[config.mk]
export PLATFORM = sky130hd
export DESIGN_NAME = div_issue_seq
export DESIGN_NICKNAME = d
export VERILOG_FILES = /design/src/rtl/div_pkg.sv /design/src/rtl/op_fifo.sv /design/src/rtl/div_issue_seq.sv
export SDC_FILE = /design/constraint.sdc
export NUM_CORES = 1
export LEC_CHECK = 0
export CAP_MARGIN = 10
export CORE_MARGIN = 3
export CORE_UTILIZATION = 55
export DETAILED_ROUTE_END_ITERATION = 8
export PLACE_DENSITY = 0.9
export SLEW_MARGIN = 10
export SYNTH_ARGS = -nofsm -noshare
export SYNTH_HDL_FRONTEND = slang
export SYNTH_SLANG_ARGS = --single-unit
[constraint.sdc]
create_clock -name clk -period 3.8 [get_ports clk]
set_clock_uncertainty 0.1 [all_clocks]
set_input_delay 0.38 -clock clk [delete_from_list [all_inputs] [get_ports clk]]
set_output_delay 0.38 -clock clk [all_outputs]
set_load 0.03 [all_outputs]
[src/rtl/div_pkg.sv]
// Shared definitions for the divider issue sequencer: default widths,
// FSM states and the divide-by-zero quotient fill.
package div_pkg;

  localparam int N_W = 8;
  localparam int P_W = 8;

  // Every quotient bit is set when the divisor is zero.
  localparam logic DBZ_QUOTIENT_BIT = 1'b1;

  typedef enum logic [1:0] {
    IDLE,
    ISSUE,
    WAIT
  } state_t;

endpackage

[src/rtl/op_fifo.sv]
// Operand FIFO: DEPTH entries of W bits, show-ahead head, extra pointer bit
// distinguishes full from empty.
module op_fifo #(
  parameter int W     = 16,
  parameter int DEPTH = 4
) (
  input  logic         clk,
  input  logic         reset,
  input  logic         push,
  input  logic         pop,
  input  logic [W-1:0] data,
  output logic         full,
  output logic         empty,
  output logic [W-1:0] head
);

  localparam int AW = $clog2(DEPTH);

  logic [W-1:0] mem [DEPTH];
  logic [AW:0]  wr_ptr;
  logic [AW:0]  rd_ptr;

  always_ff @(posedge clk or negedge reset) begin
    if (!reset) begin
      wr_ptr <= '0;
      rd_ptr <= '0;
    end else begin
      if (push) wr_ptr <= wr_ptr + 1'b1;
      if (pop)  rd_ptr <= rd_ptr + 1'b1;
    end
  end

  // NOTE: storage is deliberately not reset; the pointers alone define validity.
  always_ff @(posedge clk) begin
    if (push) mem[wr_ptr[AW-1:0]] <= data;
  end

  assign empty = (wr_ptr == rd_ptr);
  assign full  = (wr_ptr[AW] != rd_ptr[AW]) && (wr_ptr[AW-1:0] == rd_ptr[AW-1:0]);
  assign head  = mem[rd_ptr[AW-1:0]];

endmodule

[src/rtl/div_issue_seq.sv]
// Front-end sequencer for the restoring divider: buffers operand pairs, issues
// one divide at a time, traps divide-by-zero locally, holds results for the consumer.
module div_issue_seq
  import div_pkg::*;
#(
  parameter int N     = N_W,
  parameter int P     = P_W,
  parameter int DEPTH = 4
) (
  input  logic         clk,
  input  logic         reset,
  input  logic         in_valid,
  output logic         in_ready,
  input  logic [N-1:0] in_x,
  input  logic [N-1:0] in_y,
  output logic         div_start,
  output logic [N-1:0] div_x,
  output logic [N-1:0] div_y,
  input  logic [P-1:0] div_quotient,
  input  logic [P-1:0] div_remainder,
  output logic         out_valid,
  input  logic         out_ready,
  output logic [P-1:0] out_quotient,
  output logic [P-1:0] out_remainder,
  output logic         out_dbz,
  output logic         busy
);

  localparam int CW = $clog2(P + 1);

  state_t          state, state_nxt;
  logic [CW-1:0]   cnt;
  logic            push, pop, full, empty;
  logic [2*N-1:0]  head;
  logic [N-1:0]    head_x, head_y;
  logic            slot_free, head_dbz, dbz_load, issue_load, capture;

  op_fifo #(.W(2 * N), .DEPTH(DEPTH)) u_fifo (
    .clk   (clk),
    .reset (reset),
    .push  (push),
    .pop   (pop),
    .data  ({in_x, in_y}),
    .full  (full),
    .empty (empty),
    .head  (head)
  );

  assign in_ready   = !full;
  assign push       = in_valid && in_ready;
  assign {head_x, head_y} = head;
  assign head_dbz   = (head_y == '0);
  assign slot_free  = !out_valid || out_ready;
  assign dbz_load   = pop && head_dbz;
  assign issue_load = pop && !head_dbz;
  assign capture    = (state == WAIT) && (cnt == CW'(P));
  assign busy       = (state != IDLE) || !empty;

  // NOTE: every signal driven here gets a default first so no latch is inferred.
  always_comb begin
    state_nxt = state;
    pop       = 1'b0;
    div_start = 1'b0;
    unique case (state)
      IDLE: begin
        if (!empty && slot_free) begin
          pop = 1'b1;
          if (!head_dbz) state_nxt = ISSUE;
        end
      end
      ISSUE: begin
        div_start = 1'b1;
        state_nxt = WAIT;
      end
      WAIT: begin
        if (cnt == CW'(P)) state_nxt = IDLE;
      end
      default: state_nxt = IDLE;
    endcase
  end

  always_ff @(posedge clk or negedge reset) begin
    if (!reset) begin
      state <= IDLE;
      cnt   <= '0;
      div_x <= '0;
      div_y <= '0;
    end else begin
      state <= state_nxt;
      if (state == ISSUE)     cnt <= '0;
      else if (state == WAIT) cnt <= cnt + 1'b1;
      if (issue_load) begin
        div_x <= head_x;
        div_y <= head_y;
      end
    end
  end

  // Result slot: a new load wins over a same-edge drain, so results can run back-to-back.
  always_ff @(posedge clk or negedge reset) begin
    if (!reset) begin
      out_valid     <= 1'b0;
      out_quotient  <= '0;
      out_remainder <= '0;
      out_dbz       <= 1'b0;
    end else if (dbz_load) begin
      out_valid     <= 1'b1;
      out_quotient  <= {P{DBZ_QUOTIENT_BIT}};
      out_remainder <= P'(head_x);
      out_dbz       <= 1'b1;
    end else if (capture) begin
      out_valid     <= 1'b1;
      out_quotient  <= div_quotient;
      out_remainder <= div_remainder;
      out_dbz       <= 1'b0;
    end else if (out_valid && out_ready) begin
      out_valid     <= 1'b0;
    end
  end

endmodule
# Word level (Yosys, flattened, before mapping)

Memories as Yosys holds them, arrays and structs flattened.
Index checks and enable logic that the tools add are counted.
Widths: inputs -> output; s select.

Register bits after elaboration: 46
RAM bits: 64
Bits of input ports: 36
Output and inout bits: 37
Word-level logic and storage cells: 63
Memories kept: 1

Memory list:

| memory     | depth | width | read ports | clocked after Yosys merged registers in | wr ports | RTL line      | text |
|---|---|---|---|---|---|---|---|
| u_fifo.mem | 4     | 16    | 1          | 0                                       | 1        | op_fifo.sv:19 | `logic [W-1:0] mem [DEPTH];` |

Add/sub/neg operators: 3
Equality and inequality tests: 9
Mux-type cells: 20
Reduce and logical (&&, ||, !) cells: 20

Operators by type and width:

| kind                | count |
|---|---|
| $mux 8              | 4 |
| $mux 1              | 10 |
| $logic_not 8->1     | 1 |
| $mux 4              | 2 |
| $logic_and 1x1->1   | 7 |
| $add 3x1->3 const B | 2 |
| $mux 2              | 3 |
| $ne 2x2->1 const B  | 3 |
| $pmux 2 s3          | 1 |
| $reduce_bool 2->1   | 3 |
| $add 4x1->4 const B | 1 |
| $eq 4x4->1 const B  | 1 |
| $logic_not 1->1     | 4 |
| $eq 3x3->1          | 1 |
| $reduce_and 3->1    | 1 |
| $reduce_bool 3->1   | 1 |
| $eq 2x1->1 const B  | 1 |
| $eq 2x2->1          | 1 |
| $eq 2x2->1 const B  | 1 |
| $logic_not 2->1     | 1 |
| $logic_or 1x1->1    | 2 |
| $ne 1x1->1          | 1 |

# Depth between registers and ports, before layout

Gate-level depths: netlist of the first run.

Depth in word-level cells: 7
Depth in mapped cells: 8
Mapped depth without buffers: 6

# Cells and area by module

A second synthesis of the first run with hierarchy kept.

Cell total of the unflattened synthesis: 278
Area total of the unflattened synthesis: 4583.1 um^2

Modules (own cells, without submodules):

| module        | instances | cells each | area an instance (um^2) | seq. area each (um^2) |
|---|---|---|---|---|
| op_fifo       | 1         | 114        | 2696.3                  | 2072.0 |
| div_issue_seq | 1         | 164        | 1886.8                  | 1001.0 |

# Worst setup path after synthesis of the first run

Ideal clock, no wire load.

Path kind: reg2reg
Start: register u_fifo.rd_ptr[0]
End: register out_remainder[0]
Library setup time: 125 ps
Arrival time: 2370 ps
Data required time: 3575 ps
Path slack: 1205 ps
Stages on the path, launching flop included: 7
Path buffers: 2
Period minus slack after synthesis: 2595 ps
Cells stage by stage: dfrtp_1 -> buf_6 -> mux4_2 -> or4_4 -> or3_1 -> buf_6 -> mux2_4

Cells in the longest elaborated chain, start to end: 7
Elaborated cells on any way between the ends: 10
Those cells by class: eq/ne (1); mux (3); reduce/logical (5); memory (1)

RTL lines:

| item                                        | RTL line             | text |
|---|---|---|
| from (decl)                                 | op_fifo.sv:21        | `logic [AW:0] rd_ptr;` |
| from (signal assigned)                      | op_fifo.sv:29        | `if (pop) rd_ptr <= rd_ptr + 1'b1;` |
| $eq 3x3->1                                  | op_fifo.sv:38        | `assign empty = (wr_ptr == rd_ptr);` |
| $logic_not 1->1                             | div_issue_seq.sv:66  | `if (!empty && slot_free) begin` |
| $logic_and 1x1->1                           | div_issue_seq.sv:66  |  |
| $mux 1                                      | div_issue_seq.sv:66  |  |
| $mux 1                                      | div_issue_seq.sv:64  | `unique case (state)` |
| $logic_and 1x1->1                           | div_issue_seq.sv:54  | `assign dbz_load = pop && head_dbz;` |
| $mux 8 or $reduce_bool 2->1 (tied branches) | n/a                  |  |
| to (signal assigned)                        | div_issue_seq.sv:109 | `out_remainder <= P'(head_x);` |
| to (signal assigned)                        | div_issue_seq.sv:114 | `out_remainder <= div_remainder;` |
| to (decl)                                   | div_issue_seq.sv:24  | `output logic [P-1:0] out_remainder,` |

Several ways; a longest one is shown, not always the timed one.
A chain may end at the register's enable or synchronous reset.

# Worst setup path after layout of the first run

Start: register u_fifo.rd_ptr[1]
End: register out_remainder[2]

The elaborated chain is that of the path after synthesis.

==> metrics.md, run 1 <==
| Metric | Value |
|---|---|
| Wire per inst | `about 19 µm` |
| Clk buf depth | `2` |
| Vias in the first global route | `roughly 2,700` |
| H-Tree Depth | `3` |
| DIE WIDTH | `roughly 97 µm` |
| Final Slew Violations | `0` |
| Area growth syn-to-layout | `22.34%` |
| Clock Latency Late Sink | `360 ps` |
| CP endpoint kind | `flop` |
| Power Density | `889.3 mW/mm²` |
| Average via count per standard cell | `5.621` |
| GP Congestion | `between 0.8 and 0.9` |
| Die Y | `about 97 µm` |
| Critical Path AT | `3440 ps` |
| Worst-path clk slew | `~100 ps` |
| Hold Path Class | `input port to asynchronous set/reset pin` |
| Residual DRC count | `0` |
| Worst setup path class | `flop to flop` |
| Hold Fails Final Rpt | `0` |
| CTS Root Cell | `clkbuf_8` |
| Synth top area share | `between 40% and 50%` |
| CP Max Fanout | `19` |
| PortBufs | `72` |
| Fraction of layout cells with a size suffix above 1 | `~17%` |
| Synth cell types | `37` |
| Fmax | `~300 MHz` |
| Power, Total | `between 4 and 5 mW` |
| Minimum clock period | `roughly 3300 ps` |
| MaxCap Viol Count | `0` |
| Fill count | `509` |
| Hpwl dp | `roughly 6300 µm` |
| CTS Sinks | `110` |
| Initial Util | `just under 60%` |
| Synthesized area per cell | `about 16 µm²` |
| RSZ-0062 raised after global routing | `no` |
| RR Startpoint | `u_fifo.rd_ptr[1]` |
| Number of antenna-violating nets in the routed design | `0` |
| Worst-Margin Slew | `roughly 1000 ps` |
| Top post-synthesis cells by area | `edfxtp_1, dfrtp_1, mux4_2, mux2_2, nand2_1` |
| CTS Hold Bufs | `0` |
| Slew headroom | `between 30 and 40%` |
| Commonest cells after routing, fill and taps aside | `clkdlybuf4s50_1, edfxtp_1, nand2_1, dfrtp_1, mux2_2` |
| Initial antenna violation count | `0` |
| #FFs+latches synth | `110` |
| VDD IR max | `about 0.00038 V` |
| Ports | `73` |
| Net count, final | `between 400 and 500` |
| Outcome | `complete, no violations` |
| Tcrit/Tclk final | `between 80% and 90%` |
| Num CTS Buffers | `9` |
| # resized after CTS | `0` |
| Postcts setup bufs | `0` |
| Pre-antenna DRT Iters | `4` |
| Leak Pwr | `approximately 2.1 nW` |
| Via Count | `roughly 2,600` |
| Core Box Area | `about 0.0078 mm²` |
| Total die area | `just over 0.009 mm²` |
| First-pass GRT wire length | `between 10,000 and 15,000 µm` |
| Grt ovf | `0` |
| Commonest non-fill, non-tap cell in the layout | `clkdlybuf4s50_1` |
| Syn. warnings | `0` |
| Mapped Cells | `between 200 and 300` |
| CP startpoint | `u_fifo.rd_ptr[1]` |
| Largest net degree at the start of global routing | `47` |
| # rows | `32` |
| Worst Setup Start Kind | `flop` |
| Post-synth top area cell | `edfxtp_1` |
| Req. time, crit path | `3950 ps` |
| CTS tree | `done` |
| Synth Cell Area | `around 0.0045 mm²` |
| Post-synthesis sequential area ratio | `approximately two thirds` |
| Drt first-iter violations | `~160` |
| Final setup viols | `0` |
| Routed wire length | `8810 µm` |
| Setup TNS | `0 ps` |
| Post-Syn Nets | `roughly 330` |
| Worst hold margin | `approximately 84 ps` |
| # diodes | `0` |
| Gr usage total | `between 10% and 20%` |
| Post-layout util | `70.47%` |
## power by group
part           switching, mW  leakage, nW  internal (mW)
Clock                  0.377        0.104          0.371
Sequential             0.263         1.14           1.69
Combinational           1.19        0.894           1.02
## final timing paths
check / end / slack, ps / depth (start not counted)
setup reg to reg: out_remainder[2] / 510 / 4
hold / removal: out_quotient[5] / 80 / 1
min in group clk: out_dbz / 400 / 2
max in group asynchronous: div_x[5] / 2890 / 1
setup / recovery: out_remainder[2] / 510 / 4
hold reg to reg: out_dbz / 400 / 2
## area by class of cell
type	instances	area (µm²)	share of cell area, %
sequential	110	3073	55.57
multi-input combinational	153	1353	24.46
clock buffer	10	127.6	2.308
inverter	9	33.78	0.6109
timing repair buffer	74	730.7	13.21
tap	102	127.6	2.308
clock inverter	6	85.08	1.538
## per-stage QoR
step	worst slack, ps	cells	instance area, µm²
5_1_grt	395.0	464	5530
3_5_place_dp	561.4	448	5318
4_1_cts	508.3	464	5530
6_report	513.4	464	5530
2_1_floorplan	1205	282	4521
3_3_place_gp	671.8	448	5318
## synth_stat cells (all sizes together)
master,count
a21oi,4
a311o,1
a31oi,2
and2,4
and4b,1
buf,7
clkbuf,3
dfrtp,46
edfxtp,64
ha,10
inv,9
mux2,25
mux2i,1
mux4,16
nand2,46
nand2b,2
nand3,11
nand3b,3
nand4,2
nand4b,1
nor2b,1
nor3b,1
nor4,2
o2111ai,2
o211ai,1
o21a,1
o21ai,4
o22ai,1
or3,1
or4,2
xnor2,6
xor2,2
## sequential cells by signal, indices dropped and copies added (netlist names)
name,count
div_x,8
u_fifo.wr_ptr,3
out_valid,1
cnt,4
state,2
out_remainder,8
u_fifo.rd_ptr,3
div_y,8
out_quotient,8
u_fifo.mem,64
out_dbz,1
## routing by layer
| layer | vias up | GRT usage [%] | routed length (µm) | part of all wire [%] |
|---|---|---|---|---|
| met5 | - | 0 | 0 | 0 |
| met4 | 0 | 6.371 | 160 | 1.8 |
| met3 | 15 | 4.831 | 517 | 5.9 |
| met2 | 89 | 31.58 | 4360 | 49 |
| met1 | 1313 | 26.45 | 3772 | 43 |
| li1 | 1191 | - | - | - |
## cell families after synthesis
logic type | count (synthesis) | synth area share, %
and+or+nand+nor | 77 | 8.193
adders and majority gates | 10 | 2.768
DFF | 110 | 67.98
AOI/OAI and AO/OA | 16 | 2.325
xor gates and xnor gates | 8 | 1.550
buffers and inverters | 19 | 2.103
muxes | 42 | 15.08
## worst max-delay path, cell delays in order (launching register included)
cell and delay (ps):
dfrtp_1 880, mux4_2 460, or4_1 610, or3_1 690, mux2_4 420
(Power assumes the default switching activity.)
==> run 2: changes to the inputs <==
PLACE_DENSITY = not set   (was 0.9)
PLACE_DENSITY_LB_ADDON = 0.3   (was not set)
==> run 2 against run 1 <==
Wire length shrank 5.6%. Final cell count grew 0.86%. Fmax grew 2.1%. Utilization shrank 0.22 points. Die area is the same. Final area shrank 0.32%. Flip-flop and latch count is the same. Non-clock buffer count grew 4. Clock power shrank 19%.
==> metrics.md, run 2 (synthesis results as in run 1) <==
| Metric | Value |
|---|---|
| Outcome | `complete, no violations` |
| Reg2reg end | `out_remainder[7]` |
| Routed wire length | `~8300 µm` |
| Residual DRC count | `0` |
| Slowest Stage Delay on Critical Path | `710 ps` |
| Hold Path Class | `input port to asynchronous set/reset pin` |
| Pre-antenna DRT Iters | `4` |
| Ports | `73` |
| Area growth syn-to-layout | `21.95%` |
| Worst setup path class | `flop to flop` |
| Clock Latency Late Sink | `between 300 and 400 ps` |
| Fmax | `roughly 310 MHz` |
| CTS tree | `done` |
| Total die area | `approximately 0.0093 mm²` |
| Critical-path top delay cell | `or3_1` |
| H-Tree Depth | `3` |
| Commonest non-fill, non-tap cell in the layout | `clkdlybuf4s50_1` |
| DIE WIDTH | `96.66 µm` |
| Clk buf depth | `2` |
| Postcts setup bufs | `0` |
| Worst Setup Start Kind | `flop` |
| Grt ovf | `0` |
| Fraction of layout cells with a size suffix above 1 | `roughly 17%` |
| # rows | `32` |
| Post-layout util | `a little over two thirds` |
| Slew headroom | `between 30% and 40%` |
| Setup TNS | `0 ps` |
| Max reg flops | `64` |
| Flop-to-flop setup slack | `just under 600 ps` |
| Largest net degree at the start of global routing | `47` |
| Via Count | `2,551` |
| Num CTS Buffers | `9` |
| # resized after CTS | `0` |
| CP endpoint kind | `flop` |
| Drt first-iter violations | `~100` |
| Dpl cells | `452` |
| Minimum clock period | `~3200 ps` |
| MaxCap Viol Count | `0` |
| Leak Pwr | `2.138 nW` |
| CTS Hold Bufs | `0` |
| CP Max Fanout | `18` |
| Number of antenna-violating nets in the routed design | `0` |
| Register Area | `0.003073 mm²` |
| Final setup viols | `0` |
| Initial antenna violation count | `0` |
| PortBufs | `72` |
| Vias in the first global route | `approximately 2,600` |
| Reg2reg path depth | `4` |
| Final Slew Violations | `0` |
| Average via count per standard cell | `roughly 5.5` |
| Req. time, crit path | `between 3000 and 4000 ps` |
| Core Box Area | `~0.0078 mm²` |
| # diodes | `0` |
| RSZ-0062 raised after global routing | `no` |
| Area of the multi-input gates | `0.001353 mm²` |
| Commonest cells after routing, fill and taps aside | `clkdlybuf4s50_1, edfxtp_1, nand2_1, dfrtp_1, mux2_2` |
| Initial Util | `between 50 and 60%` |
| Critical Path AT | `around 3400 ps` |
| First-pass GRT wire length | `13,720 µm` |
| Critical Path, Cell by Cell | `mux4_2 > or4_4 > or3_1 > mux2_4` |
| Worst-path clk slew | `roughly 100 ps` |
| Gr usage total | `a little under a fifth` |
| Fill count | `about 560` |
| RR Startpoint | `u_fifo.rd_ptr[0]` |
| CTS Sinks | `110` |
| Tcrit/Tclk final | `a little over four fifths` |
| Worst-Margin Slew | `approximately 1000 ps` |
| Net count, final | `a little over 400` |
| Hold Fails Final Rpt | `0` |
| VDD IR max | `~0.00046 V` |
| Power Density | `860.4 mW/mm²` |
| Hpwl dp | `a little under 6000 µm` |
| Die Y | `about 97 µm` |
| GP Congestion | `about 0.80` |
| CTS Root Cell | `clkbuf_8` |
| Layout Cells excl Fill | `roughly 470` |
| Wire per inst | `~18 µm` |
[run 2: changes by cell type in the layout (fill, tap and decap cells not counted)]
cell | before | now
bufinv_16 | 2 | 0
clkinv_4 | 0 | 1
buf_4 | 2 | 6
clkinv_1 | 1 | 2
[run 2: worst max path at each step]
stage | slack, ps | from | to
after floorplan | 1210 | u_fifo.rd_ptr[0] | out_remainder[0]
after global placement | 630 | u_fifo.rd_ptr[0] | out_remainder[2]
after detailed placement | 560 | u_fifo.rd_ptr[0] | out_remainder[1]
after CTS | 550 | u_fifo.rd_ptr[0] | out_remainder[1]
after global routing | 400 | u_fifo.rd_ptr[0] | out_remainder[1]
final | 580 | u_fifo.rd_ptr[0] | out_remainder[7]
[run 2: through the flow]
stage	hold slack [ps]	cell area (µm²)	setup slack (ps)	power, mW
2_1_floorplan	-15.59	4521	1205	3.414
3_3_place_gp	376.5	5348	633.9	4.123
3_5_place_dp	383.5	5348	560.4	4.193
4_1_cts	117.9	5513	549.2	4.798
5_1_grt	171.3	5513	403.6	5.030
6_report	85.37	5513	581.5	4.743
[run 2: layout make-up]
class                   instances  area share [%]
flip-flops and latches        110           55.74
multi-input cells             153           24.53
repair buffers                 78           13.80
clock buffers                  10           2.315
well taps                     102           2.315
clock inverters                 6          0.6809
inverters                       9          0.6128
[run 2: power by group]
| part | internal, mW | switching, mW | total [mW] |
|---|---|---|---|
| sequential | 1.69 | 0.230 | 1.92 |
| combinational | 1.04 | 1.19 | 2.22 |
| clock | 0.237 | 0.367 | 0.604 |
[run 2: critical path, delay by kind of cell (launching register included)]
kind | cells | cell delay (ps)
flip-flops | 1 | 670
multiplexers | 2 | 1040
AND/OR/NAND/NOR | 2 | 1290
[run 2: metal layers]
metal  part of all wire (%)  GRT usage, %
met5                      0             0
met4                    1.8         7.451
met3                    5.2         4.110
met2                     48         28.87
met1                     45         26.46
==> run 3: changes to the inputs <==
CORE_UTILIZATION = 53   (was 55)
clock period = 3.3 ns   (was 3.8 ns; I/O delays follow)
==> run 3 against run 2 <==
Via count up 0.39%. Critical path depth up 1. Sequential share of layout area down 0.30 points. Worst hold slack worse by 44 ps. Non-clock buffer count up 3. Clock power up 18%. Wire length up 2.7%. Worst setup slack worse by 280 ps. Critical endpoint is now out_remainder[3].
==> metrics.md, run 3 (synthesis results as in run 1) <==
| Metric | Value |
|---|---|
| PortBufs | `72` |
| Req. time, crit path | `3450 ps` |
| Hpwl dp | `6099 µm` |
| Wire per inst | `around 18 µm` |
| Critical Path AT | `3150 ps` |
| Crit. path cell count | `5` |
| Routed wire length | `about 8500 µm` |
| MaxCap Viol Count | `0` |
| Net count, final | `410` |
| Initial antenna violation count | `0` |
| Fraction of layout cells with a size suffix above 1 | `18.16%` |
| Slew headroom | `a little under a third` |
| Average via count per standard cell | `around 5.4` |
| Largest net degree at the start of global routing | `between 40 and 50` |
| Drt first-iter violations | `around 120` |
| # rows | `33` |
| Setup TNS | `0 ps` |
| Worst-Margin Slew | `~1000 ps` |
| First-pass GRT wire length | `14,030 µm` |
| Leak Pwr | `between 2 and 2.5 nW` |
| Commonest cells after routing, fill and taps aside | `clkdlybuf4s50_1, edfxtp_1, nand2_1, dfrtp_1, mux2_2` |
| Postcts setup bufs | `0` |
| Layout Cells excl Fill | `about 470` |
| Worst setup path class | `flop to flop` |
| Fmax | `~330 MHz` |
| CTS Sinks | `110` |
| Max reg flops | `64` |
| Outcome | `complete, no violations` |
| Total die area | `between 0.009 and 0.01 mm²` |
| Area growth syn-to-layout | `22.61%` |
| Reg2reg path depth | `5` |
| CP Max Fanout | `18` |
| Gr usage total | `18.78%` |
| GP Congestion | `about 0.76` |
| Worst hold margin | `around 42 ps` |
| Die Y | `between 90 and 100 µm` |
| Final setup viols | `0` |
| Critical Path, Cell by Cell | `buf_4 > mux4_2 > or4_4 > or3_1 > mux2_4` |
| Final Slew Violations | `0` |
| Power, Total | `between 5 and 6 mW` |
| Worst Setup Start Kind | `flop` |
| CTS Hold Bufs | `0` |
| DIE WIDTH | `~98 µm` |
| Dpl cells | `roughly 460` |
| CP endpoint kind | `flop` |
| Num CTS Buffers | `9` |
| Number of antenna-violating nets in the routed design | `0` |
| Worst-path clk slew | `approximately 100 ps` |
| Slowest Stage Delay on Critical Path | `~720 ps` |
| CTS tree | `done` |
| VDD IR max | `between 0.0005 and 0.0006 V` |
| Clk buf depth | `2` |
| Initial Util | `a little over half` |
| Core Box Area | `around 0.0083 mm²` |
| Placed Area | `about 0.0054 mm²` |
| Top Family by Delay on Critical Path | `simple AND/OR/NAND/NOR gates` |
| Grt ovf | `0` |
| Final instance area | `0.005543 mm²` |
| Ports | `between 70 and 80` |
| Minimum clock period | `around 3000 ps` |
| H-Tree Depth | `3` |
| CTS Root Cell | `clkbuf_8` |
| # diodes | `0` |
| Buf+Inv Stages, Crit Path | `1` |
| Pre-antenna DRT Iters | `4` |
| Via Count | `between 2,000 and 3,000` |
| Tcrit/Tclk final | `between 90% and 100%` |
| Critical-path top delay cell | `or3_1` |
| Commonest non-fill, non-tap cell in the layout | `clkdlybuf4s50_1` |
| Clock Latency Late Sink | `between 300 and 400 ps` |
| # resized after CTS | `0` |
| Power Density | `996.0 mW/mm²` |
| Hold Fails Final Rpt | `0` |
| Hold Path Class | `input port to asynchronous set/reset pin` |
| Vias in the first global route | `roughly 2,700` |
| RSZ-0062 raised after global routing | `no` |
| Residual DRC count | `0` |
==> run 3: changes by cell type in the layout (fill, tap and decap cells not counted), sizes merged <==
cell | previous run | this run
buf | 7 | 10
clkinv | 4 | 2
clkbuf | 10 | 11
clkinvlp | 1 | 2
==> run 3: layer usage <==
layer	up-vias	GRT usage, %	wire length, µm
li1	1203	-	-
met1	1285	24.55	3659
met2	64	31.83	4408
met3	9	3.786	378
met4	0	5.987	95
met5	-	0	0
==> run 3: area by class of cell <==
| type | count | area (µm²) |
|---|---|---|
| clock buffer | 11 | 131.4 |
| clock inverter | 5 | 37.54 |
| fill | 590 | 2715 |
| inverter | 9 | 33.78 |
| multi-input combinational | 153 | 1353 |
| sequential | 110 | 3073 |
| tap | 105 | 131.4 |
| timing repair buffer | 81 | 783.3 |
==> run 3: worst paths after layout <==
kind	startpoint	to	slack (ps)
worst max-delay path	u_fifo.rd_ptr[0]	out_remainder[3]	300
worst min-delay path	reset	cnt[0]	40
worst max register to register	u_fifo.rd_ptr[0]	out_remainder[3]	300
worst min register to register	out_dbz	out_dbz	400
max in group asynchronous	reset	div_x[1]	2430
min in group clk	out_dbz	out_dbz	400
==> run 3: where the power goes <==
part	internal, mW	switching [mW]	total, mW
logic	1.21	1.41	2.62
registers	1.94	0.239	2.18
clock network	0.278	0.434	0.712
==> run 3: per-stage QoR <==
| stage | worst slack [ps] | utilization, % |
|---|---|---|
| 2_1_floorplan | 705.0 | - |
| 5_1_grt | 181.6 | 67.12 |
| 3_3_place_gp | 346.6 | 65.08 |
| 4_1_cts | 295.6 | 67.12 |
| 3_5_place_dp | 313.6 | 65.08 |
| 6_report | 298.3 | 67.12 |
